### config.mk
export PLATFORM = sky130hd
export DESIGN_NAME = fsm_arbiter_amisha
export DESIGN_NICKNAME = d
export VERILOG_FILES = /design/src/rtl/fsm_arbiter_amisha_pkg.sv /design/src/rtl/fsm_arbiter_amisha_hold_cnt.sv /design/src/rtl/fsm_arbiter_amisha.sv
export VERILOG_INCLUDE_DIRS = /design/src /design/src/rtl
export SDC_FILE = /design/constraint.sdc
export NUM_CORES = 1
export LEC_CHECK = 0
export ABC_AREA = 1
export CORE_AREA = 10 10 47 49
export DETAILED_ROUTE_END_ITERATION = 6
export DIE_AREA = 0 0 57 59
export PLACE_DENSITY = 0.65
export SYNTH_ARGS = -nofsm -noshare
export SYNTH_HDL_FRONTEND = slang
export SYNTH_SLANG_ARGS = --single-unit
### constraint.sdc
create_clock -name clk_amisha -period 1.7 [get_ports clk_amisha]
set_input_delay 0.34 -clock clk_amisha [delete_from_list [all_inputs] [get_ports clk_amisha]]
set_output_delay 0.34 -clock clk_amisha [all_outputs]
set_load 0.01 [all_outputs]
### src/rtl/fsm_arbiter_defs_amisha.vh
// State encodings and default hold limit shared by the arbiter files.
`ifndef FSM_ARBITER_DEFS_AMISHA_VH
`define FSM_ARBITER_DEFS_AMISHA_VH

localparam logic [1:0] ST_IDLE = 2'b00;
localparam logic [1:0] ST_GNT0 = 2'b01;
localparam logic [1:0] ST_GNT1 = 2'b10;
localparam int MAX_HOLD_DEF = 4;

`endif

### src/rtl/fsm_arbiter_amisha_pkg.sv
// Shared types for the two-requester arbiter.
package fsm_arbiter_amisha_pkg;

`include "fsm_arbiter_defs_amisha.vh"

    typedef enum logic [1:0] {
        IDLE = ST_IDLE,
        GNT0 = ST_GNT0,
        GNT1 = ST_GNT1
    } state_t;

endpackage

### src/rtl/fsm_arbiter_amisha_hold_cnt.sv
// Hold counter: clear has priority, counts up while enabled, sticks at MAX-1.
module hold_cnt_amisha #(
    parameter int MAX = 4
) (
    input  logic       clk,
    input  logic       reset,
    input  logic       clear,
    input  logic       enable,
    output logic [3:0] count
);

    localparam logic [3:0] TOP = 4'(MAX - 1);

    always_ff @(posedge clk) begin
        if (reset) begin
            count <= 4'd0;
        end else if (clear) begin
            count <= 4'd0;
        end else if (enable && (count != TOP)) begin
            count <= count + 4'd1;
        end
    end

endmodule

### src/rtl/fsm_arbiter_amisha.sv
// Two-requester arbiter with alternating tie-break and bounded hold time.
module fsm_arbiter_amisha
    import fsm_arbiter_amisha_pkg::*;
#(
    parameter int MAX_HOLD = MAX_HOLD_DEF
) (
    input  logic clk_amisha,
    input  logic reset_amisha,
    input  logic r0_amisha,
    input  logic r1_amisha,
    output logic g0_amisha,
    output logic g1_amisha,
    output logic busy_amisha,
    output logic preempt_amisha
);

    localparam logic [3:0] HOLD_TOP = 4'(MAX_HOLD - 1);

    state_t     state;
    state_t     next_state;
    logic       last_amisha;
    logic       next_last;
    logic       preempt_next;
    logic       entry;
    logic       in_grant;
    logic       sat;
    logic [3:0] hold_count;

    always_ff @(posedge clk_amisha) begin
        if (reset_amisha) begin
            state          <= IDLE;
            last_amisha    <= 1'b1;
            preempt_amisha <= 1'b0;
        end else begin
            state          <= next_state;
            last_amisha    <= next_last;
            preempt_amisha <= preempt_next;
        end
    end

    assign sat      = (hold_count == HOLD_TOP);
    assign in_grant = (state == GNT0) || (state == GNT1);

    always_comb begin
        next_state   = state;
        preempt_next = 1'b0;
        unique case (state)
            IDLE: begin
                if (r0_amisha && r1_amisha) begin
                    next_state = last_amisha ? GNT0 : GNT1;
                end else if (r0_amisha) begin
                    next_state = GNT0;
                end else if (r1_amisha) begin
                    next_state = GNT1;
                end
            end
            GNT0: begin
                if (!r0_amisha) begin
                    next_state = r1_amisha ? GNT1 : IDLE;
                end else if (r1_amisha && sat) begin
                    next_state   = GNT1;
                    preempt_next = 1'b1;
                end
            end
            GNT1: begin
                if (!r1_amisha) begin
                    next_state = r0_amisha ? GNT0 : IDLE;
                end else if (r0_amisha && sat) begin
                    next_state   = GNT0;
                    preempt_next = 1'b1;
                end
            end
            default: next_state = IDLE;
        endcase
    end

    // Any move into a grant state restarts the hold window.
    always_comb begin
        entry     = (next_state != state) && (next_state != IDLE);
        next_last = last_amisha;
        if (entry) begin
            next_last = (next_state == GNT1);
        end
    end

    hold_cnt_amisha #(
        .MAX(MAX_HOLD)
    ) u_hold (
        .clk   (clk_amisha),
        .reset (reset_amisha),
        .clear (entry),
        .enable(in_grant),
        .count (hold_count)
    );

    assign g0_amisha   = (state == GNT0);
    assign g1_amisha   = (state == GNT1);
    assign busy_amisha = g0_amisha | g1_amisha;

endmodule

==> results.md, run 1 <==
* Initial antenna violation count at 0
* Yosys top cell area share at 0.2807
* Post-DP HPWL at 969.6 um
* CTS tree: built
* Clk pin slew, worst setup/hold paths at 0.06 ns
* Least-Margin Pin Slew at between 0.2 and 0.3 ns
* Power density cells at 977.5 nW/um^2
* Iter 0 DRT Violations at 11
* Vias in the first global route at 506
* Endpoints failing setup at 0
* TritonCTS buffer count at 3
* Dpl ws at -0.1795 ns
* Critical R2R Capture: u_hold.count[0]
* Synth Instances at 83
* Worst Reg-to-Reg Cells at 14
* Via count at roughly 530
* Max-slew violation count at 0
* GRT Util Overall at 0.07672
* Wire per inst at 10.27 um
* Hold path start: last_amisha
* Synthesis warning total at 0
* Final cycle utilization of the critical path at 0.9480
* Root Buffer: clkbuf_4
* Pin count of the biggest net entering global routing at 8
* Drt drc at 0
* Max_cap viols at 0
* R2r setup slk at 0.16 ns
* Area growth from synthesis to layout at 29.17%
* Setup Skew at 0.002019 ns
* Clock Latency Late Sink at 0.26 ns
* Crit Reg-Reg Startpoint: state[0]
* WS Path Type: register to output pin
* P_leak at approximately 0.37 nW
* Synth Register Bits at 8
* Hold Path End: last_amisha
* Row count at 14
* Hold Crit Class: register to register
* Floorplan core area at about 1400 um^2
* Share of cells above drive strength 1 at 0.2200
* Synth area leader: dfxtp_1
* Synthesized area at between 500 and 600 um^2
* PortBufs at 7
* Initial Util at 0.4071
* RePlAce Congestion at just under 0.8
* Diode count at 0
* Io pins at 8
* Worst Path Buf+Inv at 2
* Fin crit period at about 1.6 ns
* Max clock buf depth at 2
* Vias per Instance at 4.526
* Seq/Total Area, Yosys at 0.2807
* Hold path cells at 2
* Worst setup SP type: register
* Synth area leaders: dfxtp_1 (28%), nand2_1 (14%), ha_1 (11%)
* RSZ-0062 raised after global routing: false
* Critical Path RT at 1.36 ns
* Worst Setup Slack, final at around 0.09 ns
* Worst EP arrival at around 1.3 ns
* Remaining Overflow, GRT at 0
* DIE WIDTH at between 50 and 60 um
* CP delay by family, top: buffers and inverters
* CP Capture Type: output pin
* Crit path cell chain: inv_1 -> ha_1 -> dlygate4sd2_1
* Post-Syn Area per Cell at 6.874 um^2
* CP max FO at 3
* Setup_tns at 0 ns
* H-tree levels at 1
* Worst IR drop on VDD at 0.0005331 V
* 1st-pass router iterations at 3
* Status: complete, no violations
* Die Span Y at 59 um
* Drt total wl at 1.191 mm
* Post-CTS setup buffers at 0
* Nets at 111
* Final Hold Fails at 0
* Post-route ant nets at 0
* Delay of the slowest critical-path stage at 0.32 ns
* Yosys cell types at 17
* First-pass GRT wire length at 2.014 mm
* Worst slew margin at 0.8253
* Die ar. at 3363 um^2
* Synth Net Count at 92
* Worst path slowest cell: dfxtp_1
* F_max at 620.5 MHz
* Clk sink count at 8
[layer usage]
layer | share of wire | GRT usage | vias to the layer above | routed length [um]
li1 | - | - | 289 | -
met1 | 0.45 | 0.07425 | 226 | 539
met2 | 0.47 | 0.1302 | 8 | 565
met3 | 0.048 | 0.03433 | 2 | 57
met4 | 0.024 | 0.05034 | 0 | 28
met5 | 0 | 0 | - | 0
[worst min-delay path, stage by stage, from the launching register on]
cell	delay [ns]
dfxtp_1	0.32
nand3_1	0.08
nand2_1	0.04
[where the power goes]
group / switching, mW / internal [mW]
clock network: 0.0715 / 0.0813
registers: 0.0153 / 0.212
logic: 0.189 / 0.151
[state kept, by name, summed over array words and instances, names as in the netlist]
signal / flops
u_hold.count: 4
state: 2
preempt_amisha: 1
last_amisha: 1
[cell usage in the layout (no fill, tap or decap), types with 2 or more instances in the layout]
cell type,instances
xnor2_1,2
dlygate4sd2_1,3
inv_1,15
dlymetal6s2s_1,2
nor2_1,8
buf_4,7
nand3_1,7
dfxtp_1,8
nand2_1,21
nor2_2,5
clkbuf_4,3
ha_1,5
clkdlybuf4s50_1,2
nand2_2,4
[repair_timing]
| action | CTS | global route |
|---|---|---|
| endpoints found under the hold margin | 0 | 0 |
| hold buffers | 0 | 0 |
| pin swaps | 0 | 0 |
| resized for setup | 3 | 2 |
| endpoints found under the setup margin | 3 | 5 |
[worst max path at each step]
stage | start | to | slack, ns | cells after the start
final | state[0] | busy_amisha | 0.09 | 3
after global routing | state[0] | last_amisha | 0.0001 | 14
after CTS | state[0] | busy_amisha | 0.08 | 3
after detailed placement | r0_amisha | u_hold.count[0] | -0.18 | 11
after global placement | r0_amisha | last_amisha | -0.17 | 12
after floorplan | state[0] | u_hold.count[1] | 0.16 | 6
[cell usage after synthesis]
cell type and n:
nand3_4 1, xnor2_1 2, nand2_1 21, o21ai_1 1
nand4_1 1, nor2_1 8, xor2_1 1, a211oi_1 1
nand2_2 4, nand3_1 7, nor3_2 1, dfxtp_1 8
inv_1 15, nor2_2 5, mux2_2 1, o211ai_1 1
ha_1 5
[area by class of cell]
type,count,area [um^2]
clock buffer,3,22.52
inverter,15,56.30
tap,16,20.02
multi-input combinational,60,354.1
timing repair buffer,14,123.9
fill,152,664.4
sequential,8,160.2
[metrics by stage]
step                      total power, mW  instances  instance area [um^2]    util  hold slack [ns]
after floorplan                    0.4529         83                 570.5       -           0.4124
after global placement             0.5851        113                 713.2  0.5089           0.4800
after detailed placement           0.5871        113                 713.2  0.5089           0.4824
after CTS                          0.7311        116                 732.0  0.5223           0.4917
after global routing               0.7812        116                 737.0  0.5259           0.5249
final                              0.7204        116                 737.0  0.5259           0.4802
[logic make-up after synthesis]
kind of cell | synth area share
AOI/OAI and AO/OA | 0.03509
buffers and inverters | 0.09868
DFF | 0.2807
adders and majority gates | 0.1096
and+or+nand+nor | 0.4101
xor gates and xnor gates | 0.04606
muxes | 0.01974
(Power assumes the default switching activity.)
==> inputs of run 2 (changes only) <==
--- a/config.mk
+++ b/config.mk
@@ -8,9 +8,10 @@
 export LEC_CHECK = 0
 export ABC_AREA = 1
 export CORE_AREA = 10 10 47 49
+export CTS_CLUSTER_SIZE = 28
 export DETAILED_ROUTE_END_ITERATION = 6
 export DIE_AREA = 0 0 57 59
-export PLACE_DENSITY = 0.65
+export DONT_BUFFER_PORTS = 1
 export SYNTH_ARGS = -nofsm -noshare
 export SYNTH_HDL_FRONTEND = slang
 export SYNTH_SLANG_ARGS = --single-unit
==> results.md, run 2 (same netlist as run 1, synthesis figures left out) <==
* NetSw at about 0.26 mW
* Max clock buf depth at 2
* Pin count of the biggest net entering global routing at 8
* Clk pin slew, worst setup/hold paths at 0.05 ns
* Row count at 14
* Total power at 0.6751 mW
* Nets at ~100
* Worst slew margin at 0.8880
* First-pass GRT wire length at approximately 2 mm
* H-tree levels at 1
* Hold path cells at 1
* Least-Margin Pin Slew at roughly 0.17 ns
* P_int at 0.4182 mW
* Fin crit period at 1.581 ns
* Worst IR drop on VDD at 0.0004357 V
* Post-DP HPWL at 952 um
* Final cycle utilization of the critical path at 0.9300
* PortBufs at 0
* Die ar. at roughly 3400 um^2
* Root Buffer: clkbuf_4
* Drt drc at 0
* RePlAce Congestion at 0.8793
* Vias per Instance at about 4.6
* Drt total wl at 1.149 mm
* Switching Share at 0.3805
* Clock network fraction of design power at 0.212
* Diode count at 0
* GRT Util Overall at 0.07852
* Setup_tns at 0 ns
* Worst EP arrival at about 1.2 ns
* Combinational fraction of design power at 0.444
* CP max FO at 4
* Initial antenna violation count at 0
* Io pins at 8
* CTS tree: built
* DIE WIDTH at 57 um
* Clock Latency Late Sink at between 0.2 and 0.3 ns
* P_leak at 0.3079 nW
* Max-slew violation count at 0
* Seq pwr share at 0.344
* Post-route ant nets at 0
* Leading registers by flop count: u_hold.count: 4 flops, state: 2 flops
* 1st-pass router iterations at 4
* Setup Skew at 0.002732 ns
* Area growth from synthesis to layout at 16.45%
* Reg with most FFs: u_hold.count
* Wire per inst at approximately 11 um
* Critical Path RT at 1.36 ns
* Most common cell after layout, fill and taps aside: nand2_1
* Worst setup SP type: register
* Clk sink count at 8
* Max reg flops at 4
* TritonCTS buffer count at 3
* Via count at 495
* Endpoints failing setup at 0
* Max_cap viols at 0
* Power density cells at 1016 nW/um^2
* Final Hold Fails at 0
* Worst Reg-to-Reg Cells at 12
* Placed cells at 104
* WS Path Type: register to output pin
* Fin util at 0.4741
* Hold Slack at 0.1515 ns
* Die Span Y at 59 um
* Remaining Overflow, GRT at 0
* Iter 0 DRT Violations at 9
* Floorplan core area at 1401 um^2
* Status: complete, no violations
* Hold Crit Class: primary input to register
* Fillcell total at 143
* Final cell count without fillers at 108
* F_max at 632.5 MHz
* Share of cells above drive strength 1 at 0.2717
* Initial Util at 0.4071
* Commonest cells after routing, fill and taps aside: nand2_1 (21), inv_1 (14), nor2_1 (8)
* RSZ-0062 raised after global routing: false
* Vias in the first global route at 476
* CP Capture Type: output pin
[run 2: cell types whose count changed in the layout (fill, tap and decap cells not counted), sizes merged]
cell	change
buf	-1
dlymetal6s2s	-2
clkdlybuf4s50	-2
dlygate4sd2	-3
[run 2: power by group through the flow]
| stage | logic, mW | registers [mW] | clock network, mW |
|---|---|---|---|
| 2_1_floorplan | 0.218 | 0.235 | 0 |
| 3_3_place_gp | 0.292 | 0.234 | 0 |
| 3_5_place_dp | 0.295 | 0.235 | 0 |
| 4_1_cts | 0.297 | 0.231 | 0.150 |
| 5_1_grt | 0.347 | 0.235 | 0.159 |
| 6_report | 0.300 | 0.232 | 0.143 |
[run 2: per-layer routing]
| layer | global-route usage | vias to the layer above | share of wire |
|---|---|---|---|
| met5 | 0 | - | 0 |
| met4 | 0.06040 | 0 | 0.022 |
| met3 | 0.03863 | 4 | 0.081 |
| met2 | 0.1178 | 15 | 0.46 |
| met1 | 0.08283 | 204 | 0.44 |
| li1 | - | 272 | - |
[run 2: repair_timing]
action | in CTS | in global routing
gates resized for setup | 0 | 4
setup buffers | 0 | 1
endpoints found under the hold margin | 0 | 0
setup endpoints to repair | 0 | 5
hold buffers | 0 | 0
[run 2: per-stage QoR]
| step | setup slack, ns | cell area (um^2) |
|---|---|---|
| 6_report | 0.1190 | 664.4 |
| 5_1_grt | 0.006879 | 664.4 |
| 4_1_cts | 0.1106 | 650.6 |
| 3_5_place_dp | 0.1364 | 628.1 |
| 3_3_place_gp | 0.1499 | 628.1 |
| 2_1_floorplan | 0.1606 | 570.5 |
[run 2: critical path, stage by stage, from the launching register on]
cell and delay, ns:
dfxtp_1 0.34, inv_2 0.06, buf_4 0.14, ha_1 0.29, buf_4 0.16
[run 2: area by class of cell]
type,count,area [um^2],share of cell area
repair buffers,6,45.04,0.06780
inverters,15,56.30,0.08475
clock buffers,3,22.52,0.03390
well taps,16,20.02,0.03013
flip-flops and latches,8,161.4,0.2429
multi-input cells,60,359.1,0.5405
[run 2: path summary, 6_finish.rpt]
path	slack (ns)	endpoint	startpoint
max	0.12	busy_amisha	state[1]
min	0.15	state[1]	reset_amisha
max reg2reg	0.19	u_hold.count[0]	u_hold.count[0]
min reg2reg	0.47	last_amisha	last_amisha
